`config.mk`:
```
export PLATFORM = sky130hd
export DESIGN_NAME = slt_arbiter
export DESIGN_NICKNAME = d
export VERILOG_FILES = /design/src/rtl/slt_arbiter_pkg.sv /design/src/rtl/slt_cmp.sv /design/src/rtl/slt_arbiter.sv
export SDC_FILE = /design/constraint.sdc
export NUM_CORES = 1
export LEC_CHECK = 0
export CORE_ASPECT_RATIO = 0.8
export CORE_MARGIN = 2
export CORE_UTILIZATION = 45
export CTS_BUF_LIST = sky130_fd_sc_hd__clkbuf_16
export DETAILED_ROUTE_END_ITERATION = 10
export GPL_TIMING_DRIVEN = 0
export HOLD_SLACK_MARGIN = 0.02
export PLACE_DENSITY = 0.81
export SLEW_MARGIN = 30
export SYNTH_ARGS = -nofsm -noshare
export SYNTH_HDL_FRONTEND = slang
export SYNTH_SLANG_ARGS = --single-unit
```
`constraint.sdc`:
```
create_clock -name clk -period 2.2 [get_ports clk]
set_input_delay 0.33 -clock clk [delete_from_list [all_inputs] [get_ports clk]]
set_output_delay 0.33 -clock clk [all_outputs]
set_load 0.02 [all_outputs]
```
`src/rtl/slt_arbiter_pkg.sv`:
```
// Shared types and constants for the two-requester set-less-than arbiter.
package slt_arbiter_pkg;

    typedef enum logic [1:0] {
        IDLE    = 2'd0,
        COMPUTE = 2'd1,
        RESP    = 2'd2
    } state_t;

    localparam logic CMP_SLT   = 1'b0;
    localparam logic CMP_SLTU  = 1'b1;
    localparam int   DEFAULT_N = 32;

endpackage

```
`src/rtl/slt_cmp.sv`:
```
// Combinational set-less-than comparator, signed or unsigned per uns.
module slt_cmp
    import slt_arbiter_pkg::*;
#(
    parameter int N = DEFAULT_N
) (
    input  logic [N-1:0] x,
    input  logic [N-1:0] y,
    input  logic         uns,
    output logic         lt
);

    logic mag_lt;

    assign mag_lt = (x < y);

    // With differing sign bits the negative operand (MSB set) is the smaller one.
    always_comb begin
        lt = mag_lt;
        if (uns == CMP_SLT && x[N-1] != y[N-1]) begin
            lt = x[N-1];
        end
    end

endmodule

```
`src/rtl/slt_arbiter.sv`:
```
// Round-robin arbiter sharing one SLT/SLTU comparator between two requesters.
//
//   state   | meaning
//   IDLE    | waiting for a request; grants one requester per cycle
//   COMPUTE | comparator evaluates the latched operands
//   RESP    | result held on rsp_* until rsp_ready
module slt_arbiter
    import slt_arbiter_pkg::*;
#(
    parameter int N = DEFAULT_N
) (
    input  logic         clk,
    input  logic         reset_n,
    input  logic         r0_valid,
    input  logic         r1_valid,
    output logic         r0_ready,
    output logic         r1_ready,
    input  logic [N-1:0] r0_x,
    input  logic [N-1:0] r0_y,
    input  logic [N-1:0] r1_x,
    input  logic [N-1:0] r1_y,
    input  logic         r0_uns,
    input  logic         r1_uns,
    output logic         rsp_valid,
    input  logic         rsp_ready,
    output logic         rsp_result,
    output logic         rsp_id,
    output logic         busy
);

    state_t       state, state_nxt;
    logic         last_grant;
    logic         grant0, grant1;
    logic         accept;
    logic [N-1:0] op_x, op_y;
    logic         op_uns;
    logic         cmp_lt;

    always_ff @(posedge clk or negedge reset_n) begin
        if (!reset_n) begin
            state <= IDLE;
        end else begin
            state <= state_nxt;
        end
    end

    // last_grant == 1 means requester 1 was served last, so requester 0 wins a tie.
    always_comb begin
        state_nxt = state;
        r0_ready  = 1'b0;
        r1_ready  = 1'b0;
        grant0    = r0_valid && (!r1_valid || last_grant);
        grant1    = r1_valid && !grant0;
        case (state)
            IDLE: begin
                if (reset_n) begin
                    r0_ready = grant0;
                    r1_ready = grant1;
                    if (grant0 || grant1) begin
                        state_nxt = COMPUTE;
                    end
                end
            end
            COMPUTE: state_nxt = RESP;
            RESP: begin
                if (rsp_ready) begin
                    state_nxt = IDLE;
                end
            end
            default: state_nxt = IDLE;
        endcase
    end

    assign accept    = r0_ready || r1_ready;
    assign rsp_valid = (state == RESP);
    assign busy      = (state != IDLE);

    always_ff @(posedge clk or negedge reset_n) begin
        if (!reset_n) begin
            op_x       <= '0;
            op_y       <= '0;
            op_uns     <= 1'b0;
            rsp_id     <= 1'b0;
            rsp_result <= 1'b0;
            last_grant <= 1'b1;
        end else begin
            if (accept) begin
                op_x       <= r1_ready ? r1_x   : r0_x;
                op_y       <= r1_ready ? r1_y   : r0_y;
                op_uns     <= r1_ready ? r1_uns : r0_uns;
                rsp_id     <= r1_ready;
                last_grant <= r1_ready;
            end
            if (state == COMPUTE) begin
                rsp_result <= cmp_lt;
            end
        end
    end

    slt_cmp #(.N(N)) u_cmp (
        .x   (op_x),
        .y   (op_y),
        .uns (op_uns),
        .lt  (cmp_lt)
    );

endmodule

```
Word-level counts from Yosys, hierarchy flattened
Cells that the tools add are included.
Widths: inputs -> output; s select.
{"block": "op_classes", "magnitude_cmp": 1, "eq_ne": 6, "mux": 12, "n_reduce_logical": 11, "bitwise_logic": 1}
{"cell": "$mux 32", "count": 2}
{"cell": "$lt 32x32->1", "count": 1}
{"cell": "$mux 1", "count": 6}
{"cell": "$mux 2", "count": 3}
{"cell": "$pmux 2 s3", "count": 1}
{"cell": "$ne 2x2->1 const B", "count": 2}
{"cell": "$logic_and 1x1->1", "count": 3}
{"cell": "$logic_or 1x1->1", "count": 3}
{"cell": "$reduce_and 3->1", "count": 1}
{"cell": "$eq 2x1->1 const B", "count": 1}
{"cell": "$eq 2x2->1 const B", "count": 1}
{"cell": "$logic_not 1->1", "count": 2}
{"cell": "$logic_not 2->1", "count": 1}
{"cell": "$ne 2x1->1 const B", "count": 1}
{"cell": "$reduce_bool 2->1", "count": 1}
{"cell": "$ne 1x1->1", "count": 1}
{"cell": "$not 1->1", "count": 1}
{"block": "totals", "register_bits": 70, "output_inout_bits": 6, "wordCells": 38}

Depth between registers and ports, before layout
{"block": "logic_depth", "word_depth": 9, "depth_mapped": 7}

Modules after synthesis
Synthesis repeated with hierarchy kept, for this count alone.
{"block": "hier_totals", "cells_unflattened": 502, "area_unflattened_um2": 4314.1}
{"module": "slt_arbiter", "area_per_inst_um2": 3517.1, "n_inst": 1, "seq_area_each_um2": 1752.9, "cells_each": 391}
{"module": "slt_cmp", "area_per_inst_um2": 797.0, "n_inst": 1, "seq_area_each_um2": 0.0, "cells_each": 111}

Worst setup path after synthesis
No wires, ideal clock.
{"block": "synth_path", "path_type": "register -> register", "start": "reg op_x[31]", "end": "reg rsp_result", "stages_incl_launch_ff": 6, "setup_ns": 0.077, "arrival_ns": 1.776, "path_slack_ns": 0.346, "path_buffers": 0, "cell_sequence": "dfrtp_1 -> ha_1 -> a2111oi_2 -> o21ai_1 -> or4_1 -> a21oi_1"}
{"block": "synth_between", "elab_chain_len": 3, "elab_cells_between_ends": 4, "cone_classes": "order compare: 1; eq/ne: 1; mux: 1; reduce/logical: 1"}
{"item": "start, declared", "line_no": "slt_arbiter.sv:35", "rtl": "logic [N-1:0] op_x, op_y;"}
{"item": "start signal, assigned", "line_no": "slt_arbiter.sv:88", "rtl": "op_x <= r1_ready ? r1_x : r0_x;"}
{"item": "parallel branches: the longest is 2 deep, another holds $lt 32x32->1"}
{"item": "$mux 1 (*)", "line_no": "slt_cmp.sv:20", "rtl": "if (uns == CMP_SLT && x[N-1] != y[N-1]) begin"}
{"item": "end signal, assigned", "line_no": "slt_arbiter.sv:95", "rtl": "rsp_result <= cmp_lt;"}
{"item": "end, declared", "line_no": "slt_arbiter.sv:26", "rtl": "output logic rsp_result,"}
Mark *: on every way between the ends.
A chain may end at the register's enable or synchronous reset.

Worst setup path in the final report
{"block": "layout_path", "start": "reg state[0]", "end": "out r1_ready"}
{"block": "layout_between", "elab_chain_len": 2}
{"item": "start, declared", "line_no": "slt_arbiter.sv:31", "rtl": "state_t state, state_nxt;"}
{"item": "start signal, assigned", "line_no": "slt_arbiter.sv:43", "rtl": "state <= state_nxt;"}
{"item": "$logic_not 2->1", "line_no": "slt_arbiter.sv:54", "rtl": "case (state)"}
{"item": "$mux 1", "line_no": "slt_arbiter.sv:54"}
{"item": "end, declared", "line_no": "slt_arbiter.sv:17", "rtl": "output logic r1_ready,"}
No other way between the ends.

==> flow_metrics.env <==
export IMPL_vias_per_cell=5.594
export IMPL_timing_hold_worst_class="in2async"
export IMPL_antenna_diode_count=0
export IMPL_totalNegativeSetupSlack_ns=0
export IMPL_antenna_found_initial=0
export IMPL_slew_headroom=0.4218
export IMPL_synth_top_cells_by_count="sky130_fd_sc_hd__nand2_1, sky130_fd_sc_hd__dfrtp_1, sky130_fd_sc_hd__o22ai_1"
export IMPL_yosys_warnings=0
export IMPL_detail_route_wl_per_cell_um=17.03
export IMPL_grt_max_degree=51
export IMPL_yosys_most_used_dff="sky130_fd_sc_hd__dfrtp_1"
export IMPL_ctsLongestPathBuffers=2
export IMPL_route_vias_total=3871
export IMPL_ys_seq_elements=70
export IMPL_yosysMostFrequentCell="sky130_fd_sc_hd__nand2_1"
export IMPL_clock_latency_ns=0.33
export IMPL_area_growth_synth_to_final_pct=51.74
export IMPL_clock_fmax_mhz=465.9
export IMPL_timing_critical_path_required_ns=1.87
export IMPL_final_setup_skew_ns=0.008240
export IMPL_placed_cell_area_sq_mm=0.005334
export IMPL_irDropWorstVdd_mv=0.5362
export IMPL_crit_slowest_cell="sky130_fd_sc_hd__dfrtp_1"
export IMPL_die_h_um=85.90
export IMPL_critical_path_top_delay_family="simple AND/OR/NAND/NOR gates"
export IMPL_min_tclk_post_route_ns=2.146
export IMPL_effective_utilization_at_floorplan=0.4704
export IMPL_drt_iter0_markers=177
export IMPL_grt_setup_unrepaired="false"
export IMPL_crit_path_max_incr_delay_ns=0.43
export IMPL_syn_avg_cell_area_sq_um=8.939
export IMPL_seq_area_frac_synth=0.4647
export IMPL_critical_path_arrival_ns=1.82
export IMPL_cts_buffers=9
export IMPL_power_static_leakage_nw=2.544
export IMPL_path_max_fanout=6
export IMPL_cts_max_level=3
export IMPL_synth_largest_type_area_fraction=0.4577
export IMPL_final_design_area_no_fill_sq_mm=0.005724
export IMPL_synth_top_cells_by_area="sky130_fd_sc_hd__dfrtp_1, sky130_fd_sc_hd__o22ai_1, sky130_fd_sc_hd__ha_1"
export IMPL_grt_overflow_total=0
export IMPL_cts_reportedPaths_clkPinSlew_ns=0.05
export IMPL_clock_sinks=70
export IMPL_grt_pass1_wl_mm=18.65
export IMPL_synthesis_instances=422
export IMPL_crit_chain="or2_2, nor3_4, buf_6, clkdlybuf4s15_2"
export IMPL_worstSetupPathType="reg2out"
export IMPL_path_buf_inv=2
export IMPL_syn_area_sq_mm=0.003772
export IMPL_dp_hpwl_mm=8.696
export IMPL_die_area_sq_mm=0.009136
export IMPL_ios=141
export IMPL_crit_path_end_kind="primary output"
export IMPL_max_cap_violations=0
export IMPL_finalHoldViolations=0
export IMPL_power_density_cell_area_mw_per_mm2=1063
export IMPL_finalSetupViolations=0
export IMPL_slew_violations=0
export IMPL_post_route_cells_drive_above_1_share=0.07534
export IMPL_instances_no_fill=692
export IMPL_antenna_left=0
export IMPL_nets_in_the_synthesized_netlist=588
export IMPL_placeableCoreArea_sq_mm=0.008019
export IMPL_worst_pin_slew_ns=0.8644
export IMPL_routabilityCongestion=0.8775
export IMPL_detailedRoute_firstPassIterationCount=4
export IMPL_timing_reg2reg_worst_path_depth=6
export IMPL_status="complete, no violations"
export IMPL_part_of_the_cycle_the_worst_path_needs=0.9756
export IMPL_wirelength_mm=11.79
export IMPL_clockRootBuffer="sky130_fd_sc_hd__clkbuf_16"
export IMPL_number_of_drc_violations_after_detailed_routing=0
export IMPL_synth_edff_count=0
export IMPL_grt_pass1_vias=4030
export IMPL_filler_cell_count=634
export IMPL_fp_row_count=29
export IMPL_place_port_buffers=140
export IMPL_numnets_final=745
export IMPL_global_route_usage_total=0.2653
export IMPL_cp_num_cells=4
export IMPL_die_w_um=106.4
export IMPL_critPathLaunchType="flip-flop"
export IMPL_dp_cells=671
export IMPL_distinct_cell_type_count_of_the_synthesized_netlist=34
export IMPL_postSynth_asyncResetShare=1.000
export IMPL_cts_tree="built"
export IMPL_synthDominantAreaCellType="sky130_fd_sc_hd__dfrtp_1"
## flip-flops by register name (all words and copies together), names as in the netlist
register and count:
rsp_id 1, last_grant 1, op_y 32, rsp_result 1, state 2, op_uns 1, op_x 32
## where the power goes
group	total [mW]	internal (mW)	switching [mW]
sequential	2.16	1.83	0.329
clock	1.54	0.984	0.554
combinational	2.39	1.09	1.30
## final timing paths
path | start | slack [ns] | endpoint
max in group asynchronous | reset_n | 0.98 | op_y[26]
worst min register to register | rsp_id | 0.48 | rsp_id
worst max register to register | op_x[31] | 0.11 | rsp_result
worst min-delay path | reset_n | 0.07 | last_grant
min in group clk | rsp_id | 0.48 | rsp_id
worst max-delay path | state[0] | 0.05 | r1_ready
## what timing repair did
| action | CTS | global route |
|---|---|---|
| endpoints found under the setup margin | 2 | 39 |
| gates resized for setup | 6 | 7 |
| setup buffers | 0 | 3 |
| gates cloned | 0 | 0 |
| endpoints found under the hold margin | 19 | 0 |
| hold buffers | 2 | 0 |
| pin swaps | 0 | 1 |
## cells in the final DEF (no fill, tap or decap), types with 2 or more instances in the layout
cell type and instances:
sky130_fd_sc_hd__nand4_1 5, sky130_fd_sc_hd__nor2_1 4, sky130_fd_sc_hd__nand2b_1 3, sky130_fd_sc_hd__o21ai_1 6, sky130_fd_sc_hd__clkbuf_16 9, sky130_fd_sc_hd__nand3_1 4
sky130_fd_sc_hd__buf_6 3, sky130_fd_sc_hd__nand2_1 75, sky130_fd_sc_hd__buf_16 2, sky130_fd_sc_hd__a21o_1 5, sky130_fd_sc_hd__a21oi_1 10, sky130_fd_sc_hd__dfrtp_1 69
sky130_fd_sc_hd__buf_2 10, sky130_fd_sc_hd__o22ai_1 66, sky130_fd_sc_hd__ha_1 31, sky130_fd_sc_hd__clkbuf_2 3, sky130_fd_sc_hd__bufinv_16 2, sky130_fd_sc_hd__clkdlybuf4s50_1 137
sky130_fd_sc_hd__buf_4 5, sky130_fd_sc_hd__o21ai_0 65, sky130_fd_sc_hd__clkbuf_1 11, sky130_fd_sc_hd__inv_1 34, sky130_fd_sc_hd__clkinv_1 2
## cells by family after synthesis
| logic type | count (synthesis) | share of synthesized area |
|---|---|---|
| adder cells (fa/ha/maj) | 31 | 0.1028 |
| AO/OA/AOI/OAI | 159 | 0.2448 |
| buffers and inverters | 62 | 0.07031 |
| flip-flops | 70 | 0.4647 |
| AND/OR/NAND/NOR | 100 | 0.1174 |
## layer usage
layer | vias up | global-route usage | wire (um) | share of wire
li1 | 1829 | - | - | -
met1 | 1870 | 0.3129 | 4974 | 0.42
met2 | 147 | 0.4726 | 5684 | 0.48
met3 | 25 | 0.06535 | 885 | 0.075
met4 | 0 | 0.09569 | 242 | 0.021
met5 | - | 0 | 0 | 0
## metrics by stage
| stage | hold WS [ns] | worst slack, ns | util | total power, mW |
|---|---|---|---|---|
| floorplan | 0.03441 | 0.3465 | - | 3.588 |
| global placement | 0.4592 | -2.785 | 0.6620 | 4.339 |
| detailed placement | 0.2293 | -0.4178 | 0.6652 | 4.491 |
| CTS | 0.06406 | 0.001591 | 0.7101 | 6.077 |
| global route | 0.06715 | 0.0005667 | 0.7138 | 6.524 |
| finish | 0.07081 | 0.05361 | 0.7138 | 6.083 |
## layout make-up
cell class                      instances  area [sq um]  area share
Inverter                               34         127.6     0.02230
Clock inverter                          7         88.84     0.01552
Sequential cell                        70          1753      0.3062
Clock buffer                            9         225.2     0.03934
Buffer                                 28         147.6     0.02579
Timing Repair Buffer                  146          1486      0.2597
Tap cell                              108         135.1     0.02361
Multi-Input combinational cell        290          1760      0.3075
(Power assumes the default switching activity.)
